<file path="config.mk">
export PLATFORM = sky130hd
export DESIGN_NAME = iccm_boot_arbiter_flat
export DESIGN_NICKNAME = d
export VERILOG_FILES = /design/src/rtl/iccm_boot_pkg.sv /design/src/rtl/iccm_boot_arbiter_if.sv /design/src/rtl/iccm_boot_arbiter.sv /design/src/flat_wrapper.sv
export SDC_FILE = /design/constraint.sdc
export NUM_CORES = 1
export LEC_CHECK = 0
export BUFFER_PORTS_ARGS = -buffer_cell sky130_fd_sc_hd__buf_4
export CAP_MARGIN = 20
export CORE_AREA = 2 2 112 114
export DETAILED_ROUTE_END_ITERATION = 8
export DIE_AREA = 0 0 114 116
export HOLD_SLACK_MARGIN = 0.02
export SLEW_MARGIN = 20
export SYNTH_ARGS = -nofsm -noshare
export SYNTH_HDL_FRONTEND = slang
export SYNTH_SLANG_ARGS = --single-unit
</file>
<file path="constraint.sdc">
create_clock -name clk_i -period 2.5 [get_ports clk_i]
set_input_delay 0.375 -clock clk_i [delete_from_list [all_inputs] [get_ports clk_i]]
set_output_delay 0.375 -clock clk_i [all_outputs]
set_load 0.02 [all_outputs]
</file>
<file path="src/rtl/iccm_boot_pkg.sv">
// Shared types and default widths for the ICCM boot arbiter.
// This package covers the boot state encoding and the ICCM word-address and data width defaults.
package iccm_boot_pkg;

  localparam int ICCM_AW_DEF = 12;
  localparam int ICCM_DW_DEF = 32;

  typedef enum logic [1:0] {
    ST_RESET   = 2'd0,
    ST_LOAD    = 2'd1,
    ST_RELEASE = 2'd2,
    ST_RUN     = 2'd3
  } boot_st_e;

endpackage

</file>
<file path="src/rtl/iccm_boot_arbiter_if.sv">
// Host-side SRAM request bus between the TL-UL SRAM adapter and the ICCM boot arbiter.
interface iccm_boot_arbiter_if
  import iccm_boot_pkg::*;
#(
  parameter int AW = ICCM_AW_DEF,
  parameter int DW = ICCM_DW_DEF
);

  logic          req;
  logic          we;
  logic [AW-1:0] addr;
  logic [DW-1:0] wdata;
  logic [DW-1:0] wmask;
  logic          gnt;
  logic [DW-1:0] rdata;
  logic          rvalid;

  modport master (output req, we, addr, wdata, wmask, input gnt, rdata, rvalid);
  modport slave  (input req, we, addr, wdata, wmask, output gnt, rdata, rvalid);

endinterface

</file>
<file path="src/rtl/iccm_boot_arbiter.sv">
// Shares the single ICCM SRAM port between the UART boot loader and the core-side adapter,
// sequencing boot (load first, then release the core) and tracking host reads in flight.
module iccm_boot_arbiter
  import iccm_boot_pkg::*;
#(
  parameter int AW          = ICCM_AW_DEF,
  parameter int DW          = ICCM_DW_DEF,
  parameter int Outstanding = 2
) (
  input  logic          clk_i,
  input  logic          rst_ni,
  input  logic          boot_sel_i,
  input  logic          ldr_we_i,
  input  logic [AW-1:0] ldr_addr_i,
  input  logic [DW-1:0] ldr_wdata_i,
  input  logic          ldr_done_i,
  iccm_boot_arbiter_if.slave host,
  output logic          mem_req_o,
  output logic          mem_we_o,
  output logic [AW-1:0] mem_addr_o,
  output logic [DW-1:0] mem_wdata_o,
  output logic [DW-1:0] mem_wmask_o,
  input  logic [DW-1:0] mem_rdata_i,
  input  logic          mem_rvalid_i,
  output logic          core_rst_no,
  output logic [AW:0]   load_cnt_o,
  output logic          ldr_err_o
);

  localparam int CW = $clog2(Outstanding + 1);
  localparam logic [AW:0]   LoadMax = {1'b1, {AW{1'b0}}};
  localparam logic [CW-1:0] RdMax   = CW'(Outstanding);

  logic [1:0]    state_q, state_d;
  logic [AW:0]   load_cnt_q, load_cnt_d;
  logic          ldr_err_q, ldr_err_d;
  logic [CW-1:0] rd_cnt_q, rd_cnt_d;
  logic          in_load, in_run, rd_full, rd_grant, rd_ret;

  assign in_load = (state_q == ST_LOAD);
  assign in_run  = (state_q == ST_RUN);

  always_comb begin
    state_d = state_q;
    case (state_q)
      ST_RESET:   state_d = boot_sel_i ? ST_LOAD : ST_RUN;
      ST_LOAD:    if (ldr_done_i) state_d = ST_RELEASE;
      ST_RELEASE: state_d = ST_RUN;
      default:    state_d = ST_RUN;
    endcase
  end

  // A return in the same cycle frees a slot, so a full tracker can still grant.
  assign rd_full     = (rd_cnt_q == RdMax) & ~mem_rvalid_i;
  assign host.gnt    = in_run & host.req & ~rd_full;
  assign rd_grant    = host.gnt & ~host.we;
  assign rd_ret      = mem_rvalid_i & (rd_cnt_q != '0);
  assign host.rvalid = rd_ret;
  assign host.rdata  = mem_rdata_i;
  assign core_rst_no = in_run;
  assign load_cnt_o  = load_cnt_q;
  assign ldr_err_o   = ldr_err_q;

  always_comb begin
    mem_req_o   = 1'b0;
    mem_we_o    = 1'b0;
    mem_addr_o  = '0;
    mem_wdata_o = '0;
    mem_wmask_o = '0;
    if (in_load) begin
      mem_req_o   = ldr_we_i;
      mem_we_o    = ldr_we_i;
      mem_addr_o  = ldr_addr_i;
      mem_wdata_o = ldr_wdata_i;
      mem_wmask_o = '1;
    end else if (in_run) begin
      mem_req_o   = host.req & host.gnt;
      mem_we_o    = host.we & host.req & host.gnt;
      mem_addr_o  = host.addr;
      mem_wdata_o = host.wdata;
      mem_wmask_o = host.wmask;
    end
  end

  always_comb begin
    load_cnt_d = load_cnt_q;
    if (in_load && ldr_we_i && (load_cnt_q != LoadMax)) begin
      load_cnt_d = load_cnt_q + 1'b1;
    end
    ldr_err_d = ldr_err_q | (ldr_we_i & ~in_load);
    rd_cnt_d  = rd_cnt_q;
    case ({rd_grant, rd_ret})
      2'b10:   rd_cnt_d = rd_cnt_q + 1'b1;
      2'b01:   rd_cnt_d = rd_cnt_q - 1'b1;
      default: rd_cnt_d = rd_cnt_q;
    endcase
  end

  always_ff @(posedge clk_i or negedge rst_ni) begin
    if (!rst_ni) begin
      state_q    <= ST_RESET;
      load_cnt_q <= '0;
      ldr_err_q  <= 1'b0;
      rd_cnt_q   <= '0;
    end else begin
      state_q    <= state_d;
      load_cnt_q <= load_cnt_d;
      ldr_err_q  <= ldr_err_d;
      rd_cnt_q   <= rd_cnt_d;
    end
  end

endmodule

</file>
<file path="src/flat_wrapper.sv">
// flat-port wrapper written by rule: the top's interface ports become plain ports
module iccm_boot_arbiter_flat import iccm_boot_pkg::*;
#(
  parameter int AW          = ICCM_AW_DEF,
  parameter int DW          = ICCM_DW_DEF,
  parameter int Outstanding = 2
)
  (clk_i, rst_ni, boot_sel_i, ldr_we_i, ldr_addr_i, ldr_wdata_i, ldr_done_i, mem_req_o, mem_we_o, mem_addr_o, mem_wdata_o, mem_wmask_o, mem_rdata_i, mem_rvalid_i, core_rst_no, load_cnt_o, ldr_err_o, host_req, host_we, host_addr, host_wdata, host_wmask, host_gnt, host_rdata, host_rvalid);
  iccm_boot_arbiter_if #(.AW(AW), .DW(DW)) host_i ();
  input  logic clk_i;
  input  logic rst_ni;
  input  logic boot_sel_i;
  input  logic ldr_we_i;
  input  logic [AW-1:0] ldr_addr_i;
  input  logic [DW-1:0] ldr_wdata_i;
  input  logic ldr_done_i;
  output logic mem_req_o;
  output logic mem_we_o;
  output logic [AW-1:0] mem_addr_o;
  output logic [DW-1:0] mem_wdata_o;
  output logic [DW-1:0] mem_wmask_o;
  input  logic [DW-1:0] mem_rdata_i;
  input  logic mem_rvalid_i;
  output logic core_rst_no;
  output logic [AW:0] load_cnt_o;
  output logic ldr_err_o;
  input wire logic [$bits(host_i.req)-1:0] host_req;
  input wire logic [$bits(host_i.we)-1:0] host_we;
  input wire logic [$bits(host_i.addr)-1:0] host_addr;
  input wire logic [$bits(host_i.wdata)-1:0] host_wdata;
  input wire logic [$bits(host_i.wmask)-1:0] host_wmask;
  output wire logic [$bits(host_i.gnt)-1:0] host_gnt;
  output wire logic [$bits(host_i.rdata)-1:0] host_rdata;
  output wire logic [$bits(host_i.rvalid)-1:0] host_rvalid;
  assign host_i.req = host_req;
  assign host_i.we = host_we;
  assign host_i.addr = host_addr;
  assign host_i.wdata = host_wdata;
  assign host_i.wmask = host_wmask;
  assign host_gnt = host_i.gnt;
  assign host_rdata = host_i.rdata;
  assign host_rvalid = host_i.rvalid;
  iccm_boot_arbiter #(.AW(AW), .DW(DW), .Outstanding(Outstanding)) u_core (.clk_i(clk_i), .rst_ni(rst_ni), .boot_sel_i(boot_sel_i), .ldr_we_i(ldr_we_i), .ldr_addr_i(ldr_addr_i), .ldr_wdata_i(ldr_wdata_i), .ldr_done_i(ldr_done_i), .host(host_i), .mem_req_o(mem_req_o), .mem_we_o(mem_we_o), .mem_addr_o(mem_addr_o), .mem_wdata_o(mem_wdata_o), .mem_wmask_o(mem_wmask_o), .mem_rdata_i(mem_rdata_i), .mem_rvalid_i(mem_rvalid_i), .core_rst_no(core_rst_no), .load_cnt_o(load_cnt_o), .ldr_err_o(ldr_err_o));
endmodule
</file>
Yosys cells after proc, flatten, opt, wreduce, memory -nomap -nowiden. Index checks and enable logic that the tools add are counted.

Register bits: 18. Output and inout port bits: 127.

Reduce and logical (&&, ||, !) cells: 5. Bitwise operators: 14. Equal/unequal tests: 7. Add/subtract/negate cells: 3. Multiplexer cells: 14.

Operator list (number): 2-to-1 mux 32 bit (4); 2-to-1 mux 12 bit (2); adder 13 x 1 -> 13 bit (second input constant) (1); != test 13 bit (second input constant) (1); bitwise AND 1 bit (9); case mux 2 bit (2 select lines) (2); equality test 2 bit (second input constant) (3); equality test 2 x 1 -> 1 bit (second input constant) (2); 2-to-1 mux 1 bit (4); 2-to-1 mux 2 bit (2); inverter 1 bit (4); nonzero test 2 bit (2); adder 2 x 1 -> 2 bit (second input constant) (1); logical AND 1 bit (2); zero test 2 bit (1); != test 2 bit (second input constant) (1); subtractor 2 x 1 -> 2 bit (second input constant) (1); OR 1 bit (1).

Depth between registers and ports, before layout. Gate-level depths: netlist (run 1).

Depth after elaboration: 7. Depth in mapped cells: 8.

Least setup slack after synthesis (run 1). No wires, ideal clock.

Path kind: register to output. Start: register u_core.state_q[1]. End: output port mem_we_o. Path slack: 689 ps. Arrival: 1436 ps. Data required time: 2125 ps. Cell stages (with the launch flop): 7. Cell sequence: dfrtp_1 -> buf_6 -> buf_2 -> nand3_1 -> nor2_1 -> nand3_1 -> nand2_1.

Cells in the longest elaborated chain, start to end: 6.

RTL lines: from (decl) (RTL line iccm_boot_arbiter.sv:34) `logic [1:0] state_q, state_d;`; from (signal assigned) (RTL line iccm_boot_arbiter.sv:106) `state_q <= state_d;`; equality test 2 bit (RTL line iccm_boot_arbiter.sv:41) `assign in_run = (state_q == ST_RUN);`; bitwise AND 1 bit (2 in series) (RTL line iccm_boot_arbiter.sv:55) `assign host.gnt = in_run & host.req & ~rd_full;`; via host_gnt (RTL line flat_wrapper.sv:32) `output wire logic [$bits(host_i.gnt)-1:0] host_gnt;`; bitwise AND 1 bit (RTL line iccm_boot_arbiter.sv:78) `mem_we_o = host.we & host.req & host.gnt;`; 2-to-1 mux 1 bit (RTL line iccm_boot_arbiter.sv:76) `end else if (in_run) begin`; 2-to-1 mux 1 bit (RTL line iccm_boot_arbiter.sv:70) `if (in_load) begin`; to (decl) (RTL line flat_wrapper.sv:18) `output logic mem_we_o;`.

The timed path passes the listed nets, and every way through them passes these cells.

Worst setup path in the final report (run 1).
Start: register u_core.state_q[1]. End: output port mem_wdata_o[20].

Cells in the longest elaborated chain, start to end: 3.

RTL lines: equality test 2 bit (RTL line iccm_boot_arbiter.sv:41); 2-to-1 mux 32 bit (RTL line iccm_boot_arbiter.sv:76); 2-to-1 mux 32 bit (*) (RTL line iccm_boot_arbiter.sv:70); to (decl) (RTL line flat_wrapper.sv:20) `output logic [DW-1:0] mem_wdata_o;`.

Mark *: on every way between the ends. The rest lies on a longest branch, timed or not.

==> out/results.txt, run 1 <==
Worst Max-Slew Pin Slew - 486.1 ps
Syn_area_per_cell - 8.124 um^2
Final setup violation count - 0
Element type at the critical path end - output port
Unique masters post-synth - 32
Input/output buffers - 222
Post-Syn Area - 2291 um^2
Routed len/inst - 14.48 um
H-Tree Depth - 1
Post-CTS resize count - 0
CP dominant cell by count - buf_4
Clock Skews - 1.225 ps
Fin. max-slew vios - 0
I/O Pins - 287
Clk pin slew, worst setup/hold paths - 50 ps
Post-layout minimum cycle time - 1976 ps
Yosys top cell by area - dfrtp_1
Hpwl dp - 7479 um
Vias in the first global route - 2457
Worst path max stage delay - 440 ps
Slew margin rel. - 67.14%
Pleak - 2.393 nW
Peak VDD IR - 0.1731 mV
Core region area - 11910 um^2
ANT nets after route - 0
Final hold viol count - 0
Total negative slack - 0 ps
Storage cell area - 455.4 um^2
Global-route wire length before repair - 12740 um
Critical Path AT - 1600 ps
Status - finished clean
Post-synthesis sequential area ratio - 19.66%
CTS Buffer Depth - 2
Tcrit/Tclk final - 79.05%
Multi-input gate area - 1381 um^2
Chip Height - 116 um
Reg2Reg Depth - 6
WP data required - 2120 ps
Most common cell after layout, fill and taps aside - buf_4
Mapped Cells - 282
Setup Crit Path Kind - reg2out
Tot GR Track Use - 11.89%
Vias per cell - 4.113
Filler Cell Count - 1266
Total grt overflow - 0
Clk sink count - 18
Ranking of synthesized cells by area - dfrtp_1 (20%), mux2i_1 (19%), nor2b_1 (12%)
Hold depth - 2
Pin count of the biggest net entering global routing - 50
Synth top area share - 19.66%
Util after Layout - 33.28%
Initial antenna violation count - 0
Slowest cell on crit path - dfrtp_4
RePlAce Congestion - 0.7783
Number of synthesized register bits - 18
Power per cell area - 322.1 nW/um^2
RSZ-0062 raised after global routing - false
Starting DRT DRC Count - 86
# diodes - 0
Num CTS Buffers - 3
# DRC - 0
Pre-antenna DRT Iters - 4
Reg-to-Reg End - u_core.load_cnt_o[4]
Synth-to-Final Area Change - 73.02%
Layout cells sized above 1 - 50.54%
Post-Syn Nets - 445
Max Cap Viol - 0
Crit path launch type - flip-flop
Synth warn - 0
Floorplan row count - 40
CP max FO - 33
Hold Startpoint - ldr_done_i
R2R setup slack - 800 ps
DIE WIDTH - 114 um
Initial core utilization - 19.23%
Nets - 627
Clock Tree Root - clkbuf_16
Highest achievable clock rate - 506.0 MHz
Worst R2R Start - u_core.load_cnt_o[0]
Worst Hold Class - in2reg
Clock Latency Late Sink - 250 ps
CP cell instances - buf_4, mux2i_1, nor2b_1, buf_4
Aggregate routed wire length - 8834 um
Die footprint - 13220 um^2
CTS tree - done
Commonest cells after routing, fill and taps aside - buf_4 (225), mux2i_1 (44), nor2b_1 (44)
Vias - 2509
Min-Delay Endpoint - u_core.state_q[0]
## through the flow
stage	hold WS, ps	power [mW]	cells	worst slack, ps	area (um^2)
2_1_floorplan	79.41	0.6742	282	689.1	2291
3_3_place_gp	256.7	0.9248	605	849.6	3865
3_5_place_dp	261.3	0.9330	605	763.7	3865
4_1_cts	319.6	1.289	610	496.0	3964
5_1_grt	345.9	1.350	610	428.1	3964
6_report	320.6	1.277	610	523.8	3964
## registers in the layout, indices dropped and copies added (netlist names)
| signal | count |
|---|---|
| u_core.load_cnt_o | 13 |
| u_core.rd_cnt_q | 2 |
| u_core.ldr_err_o | 1 |
| u_core.state_q | 2 |
## final cells by class
type | count | share of cell area (%)
inverter | 36 | 3.409
multi-input combinational | 178 | 34.85
timing repair buffer | 227 | 43.37
tap | 147 | 4.640
clock buffer | 4 | 2.241
sequential | 18 | 11.49
## per-layer routing
metal	GRT usage, %	share of wire (%)	wire length (um)
met3	2.458	6.5	572
met2	20.87	52	4618
met1	15.47	41	3612
met4	1.545	0.34	30
met5	0	0	0
## how the worst max path moves through the flow
| stage | startpoint | end | slack [ps] | cells past startpoint |
|---|---|---|---|---|
| after floorplan | u_core.state_q[1] | mem_we_o | 690 | 6 |
| after global placement | u_core.state_q[1] | mem_wmask_o[5] | 850 | 3 |
| after detailed placement | u_core.state_q[1] | mem_wdata_o[20] | 760 | 4 |
| after CTS | u_core.state_q[1] | mem_wdata_o[20] | 500 | 4 |
| after global routing | u_core.state_q[1] | mem_wdata_o[17] | 430 | 4 |
| final | u_core.state_q[1] | mem_wdata_o[20] | 520 | 4 |
## worst max-delay path: cells and delay by family (launching register included)
family	cells	cell delay (ps)
buffers and inverters	2	550
flip-flops	1	440
multiplexers	1	280
AND/OR/NAND/NOR	1	70
## report_power, final
part	leakage, nW	switching [mW]	internal [mW]	total [mW]
sequential	0.218	0.0309	0.318	0.348
combinational	2.13	0.267	0.312	0.579
clock	0.0442	0.106	0.243	0.350
## cells in the mapped netlist
cell type,number
nor3b_1,1
nand3_1,7
o21ai_0,2
nor4_4,1
ha_1,3
nand3b_1,1
o21a_1,1
nor2_1,4
xnor2_1,8
buf_2,4
a311oi_1,1
nor4_1,4
or3_1,1
mux2i_1,44
a31oi_1,1
nand2b_1,1
a21boi_0,32
nand2_1,6
clkbuf_1,12
and3_1,2
nand3b_4,1
a21o_1,1
nor3_1,1
buf_4,33
buf_6,1
a211o_1,1
nor2b_1,44
xor2_1,7
inv_1,36
nor4b_1,2
dfrtp_1,18
and2_1,1
## cells by family after synthesis
family / Yosys count / share of synthesized area [%]
multiplexers: 44 / 19.22
buffers and inverters: 86 / 20.04
adder cells (fa/ha/maj): 3 / 1.639
flip-flops: 18 / 19.66
XOR/XNOR: 15 / 5.735
AO/OA/AOI/OAI: 39 / 12.62
AND/OR/NAND/NOR: 77 / 21.08
## timing repair
action,CTS,global route
setup buffers,0,0
hold buffers,1,0
hold endpoints to repair,18,0
No activity file was read; power rests on OpenSTA's default activity.
==> run 2, diff against run 1 <==
- clock period: 2.5 -> 1.9 ns (I/O delays scaled with it)
==> out/results.txt, run 2 (synthesis results as in run 1) <==
Tot GR Track Use - 11.94% (was 11.89%)
# DRC - 0 (unchanged)
Num CTS Buffers - 3 (unchanged)
Commonest cells after routing, fill and taps aside - buf_4 (224), mux2i_1 (44), nor2b_1 (44) (was buf_4 (225), mux2i_1 (44), nor2b_1 (44))
I/O Pins - 287 (unchanged)
Most common cell after layout, fill and taps aside - buf_4 (unchanged)
Layout cells sized above 1 - 50.32% (was 50.54%)
Die footprint - 13220 um^2 (unchanged)
Status - finished clean (unchanged)
# diodes - 0 (unchanged)
Crit path launch type - flip-flop (unchanged)
Global-route wire length before repair - 12790 um (was 12740 um)
Pin count of the biggest net entering global routing - 50 (unchanged)
Aggregate routed wire length - 8826 um (was 8834 um)
Setup Crit Path Kind - reg2out (unchanged)
Clock Skews - 3.418 ps (was 1.225 ps)
Initial core utilization - 19.23% (unchanged)
RSZ-0062 raised after global routing - false (unchanged)
Element type at the critical path end - output port (unchanged)
Worst Hold Class - in2reg (unchanged)
R2R setup slack - 200 ps (was 800 ps)
Routed len/inst - 14.47 um (was 14.48 um)
Metal-1 WL - 3621 um (was 3612 um)
Core region area - 11910 um^2 (unchanged)
Input/output buffers - 222 (unchanged)
Pleak - 2.388 nW (was 2.393 nW)
Final hold viol count - 0 (unchanged)
WP data required - 1620 ps (was 2120 ps)
CTS Buffer Depth - 2 (unchanged)
Vias - 2535 (was 2509)
Slew margin rel. - 72.80% (was 67.14%)
Power per cell area - 416.0 nW/um^2 (was 322.1 nW/um^2)
Clk pin slew, worst setup/hold paths - 50 ps (about the same)
Total negative slack - 0 ps (unchanged)
Peak VDD IR - 0.2618 mV (was 0.1731 mV)
DIE WIDTH - 114 um (unchanged)
Final setup violation count - 0 (unchanged)
Clock Tree Root - clkbuf_16 (unchanged)
Chip Height - 116 um (unchanged)
Worst Max-Slew Pin Slew - 402.4 ps (was 486.1 ps)
Highest achievable clock rate - 552.3 MHz
Starting DRT DRC Count - 120 (was 86)
Fin. max-slew vios - 0 (unchanged)
CP max FO - 34 (was 33)
Nets - 627 (unchanged)
Critical Path AT - 1530 ps (was 1600 ps)
Pre-antenna DRT Iters - 4 (unchanged)
Tcrit/Tclk final - 95.29%
Post-layout minimum cycle time - 1811 ps
DR top layer - met4 (unchanged)
Final Power - 1.646 mW (was 1.277 mW)
RePlAce Congestion - 0.7542 (was 0.7783)
Max Cap Viol - 0 (unchanged)
Clock Latency Late Sink - 250 ps (about the same)
ANT nets after route - 0 (unchanged)
Synth-to-Final Area Change - 72.75% (was 73.02%)
Max FFs per register - 13 (unchanged)
Vias in the first global route - 2441 (was 2457)
Total grt overflow - 0 (unchanged)
WL met3 - 573 um (was 572 um)
Vias per cell - 4.156 (was 4.113)
Initial antenna violation count - 0 (unchanged)
Met2 WL - 4573 um (was 4618 um)
Clk sink count - 18 (unchanged)
CTS tree - done (unchanged)
Floorplan row count - 40 (unchanged)
Hpwl dp - 7484 um (was 7479 um)
Filler Cell Count - 1285 (was 1266)
H-Tree Depth - 1 (unchanged)
==> run 2: what timing repair did <==
item / 4_1_cts / 5_1_grt
hold buffers: 1 / 0
buffers inserted: 0 / 0
resized for setup: 1 / 0
hold endpoints to repair: 18 / 0
endpoints found under the setup margin: 3 / 0
==> run 2: per-stage QoR <==
stage	util (%)	instance area [um^2]	instances	setup WS (ps)	hold WS, ps
after detailed placement	32.45	3865	605	218.0	170.9
final	33.22	3958	610	89.45	233.1
after CTS	33.22	3958	610	78.20	234.6
after global routing	33.22	3958	610	8.804	243.5
after global placement	32.45	3865	605	256.3	167.0
after floorplan	-	2291	282	149.8	-10.59
==> run 2: path summary, 6_finish.rpt <==
check	startpoint	endpoint	cells past startpoint
max	u_core.state_q[1]	mem_wdata_o[16]	4
min	ldr_done_i	u_core.state_q[0]	2
max reg2reg	u_core.load_cnt_o[0]	u_core.load_cnt_o[4]	6
min reg2reg	u_core.ldr_err_o	u_core.ldr_err_o	1
max in group asynchronous	rst_ni	u_core.state_q[1]	2
min in group asynchronous	rst_ni	u_core.load_cnt_o[2]	2
==> run 2: metal layers <==
layer	global-route usage, %	up-vias
met3	2.510	11
met1	15.53	1161
li1	-	1244
met4	2.033	0
met5	0	-
met2	20.71	119
==> run 2: cell type report <==
type / count / area, um^2 / area share [%]
tap: 147 / 183.9 / 4.647
sequential: 18 / 455.4 / 11.51
inverter: 36 / 135.1 / 3.414
multi-input combinational: 178 / 1381 / 34.90
clock buffer: 4 / 78.83 / 1.992
timing repair buffer: 227 / 1723 / 43.53
==> run 2: power by group <==
group          switching (mW)  internal, mW
combinational           0.348         0.410
clock                   0.147         0.285
sequential             0.0380         0.418
total                   0.533          1.11
==> run 2: worst max-delay path: stages, from the launching register on <==
cell	delay (ps)
dfrtp_4	450
buf_6	310
mux2i_1	270
nor2b_1	70
buf_4	150
==> run 3, diff against run 2 <==
- ABC_AREA: default -> 1
- ABC_CLOCK_PERIOD_IN_PS: default -> 1900
- CORE_AREA: 2 2 112 114 -> 2 2 110 112
- DIE_AREA: 0 0 114 116 -> 0 0 112 114
- SLEW_MARGIN: 20 -> default
==> out/results.txt, run 3 <==
Starting DRT DRC Count - 163 (was 120)
Largest family of logic cells by synthesized area - simple AND/OR/NAND/NOR gates (unchanged)
Clock Latency Late Sink - 260 ps (was 250 ps)
Post-layout minimum cycle time - 1806 ps (was 1811 ps)
Storage cell area - 450.4 um^2 (was 455.4 um^2)
Fin. max-slew vios - 0 (unchanged)
Hold Startpoint - ldr_done_i (unchanged)
Total negative slack - 0 ps (unchanged)
Synth warn - 0 (unchanged)
Unique masters post-synth - 25 (was 32)
Setup WS pre-CTS - 166.0 ps (was 218.0 ps)
CTS tree - done (unchanged)
Setup Buffers After CTS - 0 (unchanged)
Area after DPL - 3631 um^2 (was 3865 um^2)
Mux contribution to synthesized area - 0% (was 19.22%)
DIE WIDTH - 112 um (was 114 um)
Ranking of synthesized cells by area - dfrtp_1 (22%), a22o_1 (19%), nor2_1 (14%) (was dfrtp_1 (20%), mux2i_1 (19%), nor2b_1 (12%))
CP max FO - 44 (was 34)
Aggregate routed wire length - 9834 um (was 8826 um)
Final setup margin - 94.25 ps (was 89.45 ps)
Number of synthesized register bits - 18 (unchanged)
Most common cell in the netlist - nor2_1
Post-Syn Area - 2058 um^2 (was 2291 um^2)
Min-Delay Endpoint - u_core.state_q[0] (unchanged)
Mapped Cells - 314 (was 282)
Slew margin rel. - 62.55% (was 72.80%)
Max Cap Viol - 0 (unchanged)
Worst Max-Slew Pin Slew - 561.7 ps (was 402.4 ps)
Adder-Cell Fraction of Synth Area - 1.824% (was 1.638%)
Peak VDD IR - 0.3600 mV (was 0.2618 mV)
Final hold viol count - 0 (unchanged)
Clk pin slew, worst setup/hold paths - 50 ps (about the same)
Reg-to-Reg End - u_core.rd_cnt_q[1] (was u_core.load_cnt_o[4])
Reg2Reg Depth - 8 (was 6)
CP dominant cell by count - buf_4
Hpwl dp - 8096 um (was 7484 um)
Setup Crit Path Kind - reg2out (unchanged)
Synth top area share - 21.88% (was 19.66%)
RePlAce Congestion - 0.8132 (was 0.7542)
R2R setup slack - 160 ps (was 200 ps)
Clk sink count - 18 (unchanged)
Pin count of the biggest net entering global routing - 46 (was 50)
Most frequent cells after synthesis - nor2_1 (77), nand2_1 (72), a22o_1 (44) (was mux2i_1 (44), nor2b_1 (44), inv_1 (36))
Async SR Flop Fraction - 100.0% (unchanged)
Input/output buffers - 222 (unchanged)
Status - finished clean (unchanged)
Tot GR Track Use - 13.66% (was 11.94%)
Total grt overflow - 0 (unchanged)
Hold depth - 2 (unchanged)
Chip Height - 114 um (was 116 um)
Nets - 660 (was 627)
Compound-Gate Fraction of Synth Area - 20.97% (was 12.62%)
Clock Skews - 4.788 ps (was 3.418 ps)
ANT nets after route - 0 (unchanged)
Post-synth EDFFs - 0 (unchanged)
Worst path max stage delay - 370 ps (was 450 ps)
Worst R2R Start - u_core.state_q[0] (was u_core.load_cnt_o[0])
Routed len/inst - 15.29 um (was 14.47 um)
Core region area - 11710 um^2 (was 11910 um^2)
CP cell instances - buf_4, nor2_4, buf_12, a22o_1, buf_4 (was buf_6, mux2i_1, nor2b_1, buf_4)
Critical Path AT - 1520 ps (was 1530 ps)
Crit path launch type - flip-flop (unchanged)
WP data required - 1620 ps (about the same)
Layout cells sized above 1 - 48.19% (was 50.32%)
XOR/XNOR share of the synthesized area - 2.979% (was 5.735%)
Multi-input gate area - 1207 um^2 (was 1381 um^2)
Filler Cell Count - 1232 (was 1285)
Pre-antenna DRT Iters - 4 (unchanged)
Commonest cells after routing, fill and taps aside - buf_4 (224), nor2_1 (77), nand2_1 (72) (was buf_4 (224), mux2i_1 (44), nor2b_1 (44))
Pleak - 2.019 nW (was 2.388 nW)
Num CTS Buffers - 3 (unchanged)
Power per cell area - 437.7 nW/um^2 (was 416.0 nW/um^2)
Vias per cell - 4.309 (was 4.156)
Clock Tree Root - clkbuf_16 (unchanged)
Max FFs per register - 13 (unchanged)
Highest achievable clock rate - 553.8 MHz (was 552.3 MHz)
Tcrit/Tclk final - 95.04% (was 95.29%)
Fin area - 3734 um^2 (was 3958 um^2)
Most common cell after layout, fill and taps aside - buf_4 (unchanged)
Post-synthesis sequential area ratio - 21.88% (was 19.66%)
Initial core utilization - 17.57% (was 19.23%)
H-Tree Depth - 1 (unchanged)
Initial antenna violation count - 0 (unchanged)
CTS Buffer Depth - 2 (unchanged)
# DRC - 0 (unchanged)
Post-Syn Nets - 477 (was 445)
# diodes - 0 (unchanged)
Global-route wire length before repair - 13920 um (was 12790 um)
Vias in the first global route - 2514 (was 2441)
Slowest cell on crit path - dfrtp_1 (was dfrtp_4)
Yosys top cell by area - dfrtp_1 (unchanged)
RSZ-0062 raised after global routing - false (unchanged)
Synth-to-Final Area Change - 81.40% (was 72.75%)
Die footprint - 12770 um^2 (was 13220 um^2)
Post-synthesis simple-gate area fraction - 32.89% (was 21.08%)
Element type at the critical path end - output port (unchanged)
Final setup violation count - 0 (unchanged)
Worst Hold Class - in2reg (unchanged)
Synth Flop Type - dfrtp_1 (unchanged)
Vias - 2771 (was 2535)
Floorplan row count - 40 (unchanged)
Syn_area_per_cell - 6.555 um^2 (was 8.124 um^2)
I/O Pins - 287 (unchanged)
==> run 3: changes by cell type after synthesis, sizes merged, moves of 5 or more <==
cell    previous run  this run
buf               38        44
a21boi            32         0
nor2               4        79
clkbuf            12         6
a22o               0        44
nand2              6        74
nor4               5         0
xnor2              8         3
mux2i             44         0
inv               36        16
nor2b             44         0
==> run 3: through the flow <==
step / cells / hold slack [ps] / power, mW / utilization [%]
after global routing: 643 / 211.1 / 1.713 / 31.88
final: 643 / 210.6 / 1.634 / 31.88
after global placement: 638 / 172.1 / 1.164 / 31.00
after detailed placement: 638 / 175.0 / 1.167 / 31.00
after floorplan: 314 / -10.59 / 0.8461 / -
after CTS: 643 / 208.5 / 1.650 / 31.85
==> run 3: what timing repair did <==
action,CTS,global route
endpoints found under the hold margin,18,0
hold buffers,1,0
resized for setup,0,1
endpoints found under the setup margin,0,42
==> run 3: layout make-up <==
type	count	share of cell area (%)
clock buffers	4	2.379
inverters	16	1.609
multi-input cells	230	32.34
flip-flops and latches	18	12.06
well taps	147	4.926
repair buffers	228	46.68
==> run 3: worst max-delay path by stage <==
stage / from / end / slack [ps] / cells past startpoint
floorplan: u_core.state_q[1] / u_core.rd_cnt_q[1] / 150 / 8
global placement: u_core.state_q[0] / u_core.rd_cnt_q[1] / 200 / 8
detailed placement: u_core.rd_cnt_q[0] / u_core.rd_cnt_q[1] / 170 / 8
CTS: u_core.state_q[0] / mem_wdata_o[23] / 30 / 5
global route: u_core.state_q[1] / mem_wdata_o[23] / 10 / 5
finish: u_core.state_q[1] / mem_addr_o[6] / 90 / 5
==> run 3: critical path: cells and delay by family (launching register included) <==
family	cells	cell delay (ps)
AOI/OAI and AO/OA	1	190
buffers and inverters	3	520
DFF	1	370
and+or+nand+nor	1	160
==> run 3: kinds of logic after synthesis <==
| family | Yosys count |
|---|---|
| DFF | 18 |
| xor gates and xnor gates | 7 |
| buffers and inverters | 66 |
| AOI/OAI and AO/OA | 52 |
| adders and majority gates | 3 |
| and+or+nand+nor | 168 |
==> run 3: where the power goes <==
| part | internal (mW) | leakage, nW | switching (mW) | total (mW) |
|---|---|---|---|---|
| Combinational | 0.394 | 1.74 | 0.330 | 0.724 |
| Sequential | 0.412 | 0.230 | 0.0237 | 0.435 |
| Clock | 0.321 | 0.0442 | 0.154 | 0.475 |
==> run 3: metal layers <==
layer / track usage [%] / vias to the layer above / wire [um]
met3: 3.932 / 11 / 900
met2: 24.24 / 140 / 4999
li1: - / 1361 / -
met4: 2.927 / 0 / 144
met1: 16.51 / 1259 / 3790
met5: 0 / - / 0
